## src/rtl/conv_ram_pkg.sv

```systemverilog
// Shared types and default sizes for the two-requester RAM arbiter.
// Requester ids double as round-robin pointer values.
package conv_ram_pkg;

  typedef enum logic {
    REQ0 = 1'b0,
    REQ1 = 1'b1
  } req_id_t;

  localparam int DATA_WIDTH_DEF = 8;
  localparam int ADDR_WIDTH_DEF = 4;

endpackage

```

## src/rtl/conv_ram_arbiter_rr.sv

```systemverilog
// rr_arbiter2: 2-way round-robin arbiter with a registered priority pointer.
// After a grant the pointer names the requester that lost (or did not ask).
module rr_arbiter2
  import conv_ram_pkg::*;
(
  input  logic       clk,
  input  logic       rst,
  input  logic [1:0] i_req,
  output logic [1:0] o_gnt
);

  req_id_t    r_ptr;
  logic [1:0] w_gnt;

  // Grants are held off while reset is active so nothing is launched into reset.
  always_comb begin
    w_gnt = 2'b00;
    if (!rst) begin
      if (i_req == 2'b11) begin
        w_gnt = (r_ptr == REQ1) ? 2'b10 : 2'b01;
      end else begin
        w_gnt = i_req;
      end
    end
  end

  always_ff @(posedge clk or posedge rst) begin
    if (rst) begin
      r_ptr <= REQ0;
    end else if (w_gnt[0]) begin
      r_ptr <= REQ1;
    end else if (w_gnt[1]) begin
      r_ptr <= REQ0;
    end
  end

  assign o_gnt = w_gnt;

endmodule

```

## src/rtl/conv_ram_arbiter.sv

```systemverilog
// Two requesters sharing a simple dual-port RAM: independent round-robin
// arbitration for the write port and the read port, 1-cycle read return.
module conv_ram_arbiter
  import conv_ram_pkg::*;
#(
  parameter int DATA_WIDTH = DATA_WIDTH_DEF,
  parameter int ADDR_WIDTH = ADDR_WIDTH_DEF
) (
  input  logic                  clk,
  input  logic                  rst,
  input  logic                  req0_i,
  input  logic                  req1_i,
  input  logic                  we0_i,
  input  logic                  we1_i,
  input  logic [ADDR_WIDTH-1:0] addr0_i,
  input  logic [ADDR_WIDTH-1:0] addr1_i,
  input  logic [DATA_WIDTH-1:0] wdata0_i,
  input  logic [DATA_WIDTH-1:0] wdata1_i,
  output logic                  gnt0_o,
  output logic                  gnt1_o,
  output logic                  rvalid0_o,
  output logic                  rvalid1_o,
  output logic [DATA_WIDTH-1:0] rdata0_o,
  output logic [DATA_WIDTH-1:0] rdata1_o,
  output logic                  ram_write_en_o,
  output logic [ADDR_WIDTH-1:0] ram_write_addr_o,
  output logic [DATA_WIDTH-1:0] ram_write_data_o,
  output logic [ADDR_WIDTH-1:0] ram_read_addr_o,
  input  logic [DATA_WIDTH-1:0] ram_read_data_i
);

  logic [1:0] w_wr_req;
  logic [1:0] w_rd_req;
  logic [1:0] w_wr_gnt;
  logic [1:0] w_rd_gnt;
  logic       r_rd_valid;
  req_id_t    r_rd_id;

  assign w_wr_req = {req1_i & we1_i, req0_i & we0_i};
  assign w_rd_req = {req1_i & ~we1_i, req0_i & ~we0_i};

  rr_arbiter2 u_wr_arb (
    .clk   (clk),
    .rst   (rst),
    .i_req (w_wr_req),
    .o_gnt (w_wr_gnt)
  );

  rr_arbiter2 u_rd_arb (
    .clk   (clk),
    .rst   (rst),
    .i_req (w_rd_req),
    .o_gnt (w_rd_gnt)
  );

  assign gnt0_o = w_wr_gnt[0] | w_rd_gnt[0];
  assign gnt1_o = w_wr_gnt[1] | w_rd_gnt[1];

  always_comb begin
    ram_write_en_o   = 1'b0;
    ram_write_addr_o = '0;
    ram_write_data_o = '0;
    if (w_wr_gnt[0]) begin
      ram_write_en_o   = 1'b1;
      ram_write_addr_o = addr0_i;
      ram_write_data_o = wdata0_i;
    end else if (w_wr_gnt[1]) begin
      ram_write_en_o   = 1'b1;
      ram_write_addr_o = addr1_i;
      ram_write_data_o = wdata1_i;
    end
  end

  always_comb begin
    ram_read_addr_o = '0;
    if (w_rd_gnt[0]) begin
      ram_read_addr_o = addr0_i;
    end else if (w_rd_gnt[1]) begin
      ram_read_addr_o = addr1_i;
    end
  end

  // Tags the read in flight so the RAM's registered output is steered to its owner.
  always_ff @(posedge clk or posedge rst) begin
    if (rst) begin
      r_rd_valid <= 1'b0;
      r_rd_id    <= REQ0;
    end else begin
      r_rd_valid <= |w_rd_gnt;
      r_rd_id    <= w_rd_gnt[1] ? REQ1 : REQ0;
    end
  end

  assign rvalid0_o = r_rd_valid && (r_rd_id == REQ0);
  assign rvalid1_o = r_rd_valid && (r_rd_id == REQ1);
  assign rdata0_o  = rvalid0_o ? ram_read_data_i : '0;
  assign rdata1_o  = rvalid1_o ? ram_read_data_i : '0;

endmodule

```

## config.mk

```make
export PLATFORM = sky130hd
export DESIGN_NAME = conv_ram_arbiter
export DESIGN_NICKNAME = d
export VERILOG_FILES = /design/src/rtl/conv_ram_pkg.sv /design/src/rtl/conv_ram_arbiter_rr.sv /design/src/rtl/conv_ram_arbiter.sv
export SDC_FILE = /design/constraint.sdc
export NUM_CORES = 1
export LEC_CHECK = 0
export CAP_MARGIN = 25
export CORE_MARGIN = 2
export CORE_UTILIZATION = 26
export DETAILED_ROUTE_END_ITERATION = 7
export GPL_TIMING_DRIVEN = 1
export PLACE_DENSITY = 0.9
export SYNTH_ARGS = -nofsm -noshare
export SYNTH_HDL_FRONTEND = slang
export SYNTH_SLANG_ARGS = --single-unit
```

## constraint.sdc

```tcl
create_clock -name clk -period 2.8 [get_ports clk]
set_input_delay 0.28 -clock clk [delete_from_list [all_inputs] [get_ports clk]]
set_output_delay 0.28 -clock clk [all_outputs]
set_load 0.02 [all_outputs]
```

==> metrics.cfg <==
[die]
dieWidth_um=49.97
fp-row-count=16
die_h_um=49.97
dieArea_um2=2497
initial_utilization_pct=27.71
core_area_um2=1982
pin_count=75

[cts]
clk_path_buf_depth=2
cts_hold_buf=0
cts_resized=0
cts_sinks=4
htreeDepth=1
cts_tree=yes
clock-root-buffer=clkbuf_4
clkTransAtPathRegs_ns=0.04
numCtsBuffers=3
insertion_delay_ns=0.24
cts_setup_buffers=0

[synth]
ys_warn_count=0
netlist_area_um2=549.3
syn-num-nets=108
syn-instance-count=70
ys_top_cells_by_area=dfrtp_1 (18%), a22o_2 (15%), and2_1 (10%)
syn_area_per_cell_um2=7.847
seq_area_frac_synth_pct=18.22
synth.distinct_cells=18
synth_top_area_share_pct=18.22
ys_seq_elements=4
yosysTopAreaCell=dfrtp_1

[cells_and_area]
multi_input_area_um2=429.2
syn_to_final_growth_pct=144.9
postLayoutCellArea_um2=1345
layout_common_cells=clkdlybuf4s50_1 (74), nand2_1 (10), and2_1 (9)
finalCoreUtilization_pct=67.87
fillers=168
ff_latch_area_um2=100.1
final_nets=186
layout-drive-gt1-share_pct=9.589
final_cells=173
final_common_cell=clkdlybuf4s50_1
diodes=0

[timing]
fin_worst_skew_ns=0.00003364
timing.fmax_mhz=382.8
rsz0062_at_grt=false
setup_tns_ns=0
slew_headroom_pct=67.99
period_share_pct=93.30
min_period_ns=2.612
slew_violations=0
setup_viol=0
worstMarginPinSlew_ns=0.4801
hold_viol=0

[power]
switchingPower_w=0.0001201
peakVddDrop_mv=0.1643
p_total_w=0.0003393
seq_power_share_pct=22.5
pwr-share-clk_pct=22.5
combPwrFrac_pct=55.0
p_sw_share_pct=35.39
p_leak_nw=0.5308
internal_power_w=0.0002192
power_density_nw_per_um2=252.3

[global_route]
grt_pass1_vias=775
grt_usage_pct=18.19
grt_max_degree=13
gr-total-overflow=0
antenna_found_initial=0
grt_pass1_wl_um=3491

[placed_design]
port_buffers=74
place_area_um2=1323
place_congestion=0.8036
dp.cells=170
dpl.hpwl_um=1892

[setup_path]
path_common_cell=clkdlybuf4s50_1
critPathBufInv=2
worstReg2RegStart=u_rd_arb.r_ptr
critPathSlowestCell=clkdlybuf4s50_1
crit_chain=clkdlybuf4s50_1 > nand2_1 > a311oi_4 > a22o_2 > clkdlybuf4s50_1
path_class=in2out
r2r_cells=3
slowest_delay_ns=0.60
critPathLaunchType=input port
crit_start=we1_i
r2r-end=u_rd_arb.r_ptr
cp_data_arrival_time_ns=2.33
cp_data_required_time_ns=2.52
crit_path_max_fanout=9
crit_family=buffers and inverters
crit_path_end_kind=output port
worst-r2r-setup-slack_ns=1.77

[detailed_routing]
dr.pass1.iters=4
remaining_drc_errors=0
post_drt_wl_per_cell_um=12.71
drt-total-wl_um=2199
first_iter_violations=11
antenna_left=0
via_count=831
via_per_inst=4.803

[job]
cap_violations=0

[status]
outcome=finished, final reports clean

[hold_path]
hp-class=in2async

-- kinds of logic after synthesis --
kind of cell	after synthesis	synth area share [%]
AND/OR/NAND/NOR	31	30.75
AO/OA/AOI/OAI	30	47.38
buffers and inverters	5	3.643
flip-flops	4	18.22
-- power by group through the flow --
stage	Sequential, W	Clock, W	Combinational [W]
2_1_floorplan	0.0000744	0	0.0000810
3_3_place_gp	0.0000760	0	0.000184
3_5_place_dp	0.0000765	0	0.000188
4_1_cts	0.0000765	0.0000802	0.000188
5_1_grt	0.0000781	0.0000816	0.000200
6_report	0.0000765	0.0000763	0.000187
-- through the flow --
| step | hold slack (ns) | setup slack, ns |
|---|---|---|
| after floorplan | 0.2366 | 1.369 |
| after global placement | 0.5101 | 0.2670 |
| final | 0.5059 | 0.1877 |
| after global routing | 0.5416 | 0.09088 |
| after detailed placement | 0.5417 | 0.2160 |
| after CTS | 0.5119 | 0.2114 |
-- registers in the layout, summed over array words and instances, names as in the netlist --
register / flops
u_wr_arb.r_ptr: 1
u_rd_arb.r_ptr: 1
r_rd_id: 1
r_rd_valid: 1
-- synth_stat cells --
cell type   n
a311oi_4    2
clkbuf_1    1
and3_1      8
o21ai_0     3
buf_2       1
dfrtp_1     4
o31ai_1     1
o22ai_1     8
or2b_1      2
a21oi_1     2
nand2_1    10
and2_1      9
nor2_1      1
inv_1       2
a22o_2      8
clkinv_1    1
o21bai_1    6
nor2b_1     1
-- final cells by class --
cell class,count,share of cell area (%)
inverters,3,0.8372
multi-input cells,61,31.91
well taps,27,2.512
repair buffers,75,55.63
flip-flops and latches,4,7.442
clock buffers,3,1.674
-- worst register-to-register path: cells and delay by family, from the launching register on --
family,cells,cell delay (ns)
DFF,1,0.35
AOI/OAI and AO/OA,2,0.49
buffers and inverters,1,0.05
-- layer usage --
metal	track usage, %	wire, um	vias up
met5	0	0	-
met4	9.722	27	0
met3	1.515	175	2
met2	32.22	1110	49
met1	21.48	886	359
li1	-	-	421
-- worst max-delay path by stage --
stage               slack (ns)  cells past startpoint                  end
finish                    0.19                      5  ram_write_data_o[1]
global route              0.09                      5  ram_write_data_o[1]
CTS                       0.21                      5  ram_write_data_o[1]
detailed placement        0.22                      5  ram_write_data_o[1]
global placement          0.27                      5  ram_write_data_o[5]
floorplan                 1.37                      3   ram_read_addr_o[0]
No activity file was read; power rests on OpenSTA's default activity.
==> variant (same flow settings) <==
Change the package constant `ADDR_WIDTH_DEF` from 4 to 3.
--- a/src/rtl/conv_ram_pkg.sv
+++ b/src/rtl/conv_ram_pkg.sv
@@ -8,7 +8,7 @@
   } req_id_t;
 
   localparam int DATA_WIDTH_DEF = 8;
-  localparam int ADDR_WIDTH_DEF = 4;
+  localparam int ADDR_WIDTH_DEF = 3;
 
 endpackage
 
Ports: changed (resized addr0_i, addr1_i, ram_read_addr_o and ram_write_addr_o); port bits go from 75 to 71. No check against the original RTL was run, so the function may have changed too.
==> variant against the unedited design <==
Maximum frequency increased by 1.5%. Power decreased by 2.1%. Worst setup slack improved by 0.038 ns. Combinational power decreased by 4%. Sequential cell count unchanged. Cell area decreased by 4.6%. Area after synthesis decreased by 2.1%. Wire length decreased by 0.41%.
==> variant: results (changes against the unedited design) <==
{| class="wikitable"
! Metric !! Value
|-
| Largest voltage drop on the vdd net || 184.1 uV (+12%)
|-
| Setup slack on the worst flop-to-flop path || 2.01 ns (+0.24 ns)
|-
| Post-synth cell types || 19 (+1)
|-
| Placed cells || 163 (-4.1%)
|-
| Total routed wirelength || 2.190 mm (-0.41%)
|-
| Share of total power consumed by net switching || 0.3552 (+0.001263)
|-
| First element of the critical path || req1_i
|-
| Area fraction in compound gates after synthesis || 0.4372 (-0.03659)
|-
| Global-route wire length before repair || 3.498 mm (+0.20%)
|-
| Data arrival time at the worst-slack endpoint || 2.29 ns (-0.04 ns)
|-
| Worst setup path end || ram_write_data_o[4]
|-
| Synthesized Nets || 104 (-3.7%)
|-
| Fin nets || 177 (-4.8%)
|-
| Final hold slack || 0.5449 ns (+0.03900 ns)
|-
| Pin count of the biggest net entering global routing || 11 (-2)
|-
| GR Util met3 || 0.03939 (+0.02424)
|-
| Number of violations reported at the end of detailed-routing iteration 0 || 25 (+14)
|-
| Detailed Place HPWL || 1.900 mm (+0.42%)
|-
| Worst min-delay path class || flop to flop
|-
| Met3 Routed Length || 158 um (-9.7%)
|-
| Sum of routed wire segments on met1 || 812 um (-8.4%)
|-
| Count of vias placed by the detailed router || 809 (-2.6%)
|-
| Startpoint of the worst register-to-register path || u_wr_arb.r_ptr$_DFFE_PP0P_
|-
| Gpl congestion || 0.7351 (-8.5%)
|-
| Register area share after synthesis || 0.1860 (+0.003814)
|-
| Number of instances in the synthesized netlist || 68 (-2.9%)
|-
| Fraction of final layout cells with drive strength greater than 1 || 0.05036 (-0.04553)
|-
| GR Layer Usage met1 || 0.1850 (-0.02977)
|-
| Avg WL per Cell || 13.19 um (+3.8%)
|-
| P_comb || 0.000179 W (-4%)
|-
| Outcome || completed
|-
| Global routing met2 resource utilization || 0.3649 (+0.04264)
|}
[variant: metrics by stage]
step	cell area (um2)	worst slack [ns]	total power, W
after CTS	1284	0.2223	0.0003337
final	1284	0.2254	0.0003323
after global routing	1284	0.1013	0.0003528
after floorplan	538.0	1.310	0.0001570
after global placement	1261	0.2766	0.0002554
after detailed placement	1261	0.2211	0.0002591
[variant: critical path, stage by stage]
cell,delay [ns]
sky130_fd_sc_hd__clkdlybuf4s50_1,0.58
sky130_fd_sc_hd__nand2_2,0.13
sky130_fd_sc_hd__a311oi_4,0.49
sky130_fd_sc_hd__a22o_1,0.20
sky130_fd_sc_hd__clkdlybuf4s50_1,0.61
[variant: logic make-up (layout without fill, tap and decap cells)]
family          after synthesis  count (layout)
compound gates               27              27
simple gates                 32              32
flops                         4               4
buf+inv                       5              76
[variant: layout make-up]
type,instances,share of cell area
clock buffers,3,0.01754
well taps,27,0.02632
flip-flops and latches,4,0.07797
repair buffers,70,0.5458
inverters,3,0.008772
multi-input cells,59,0.3236
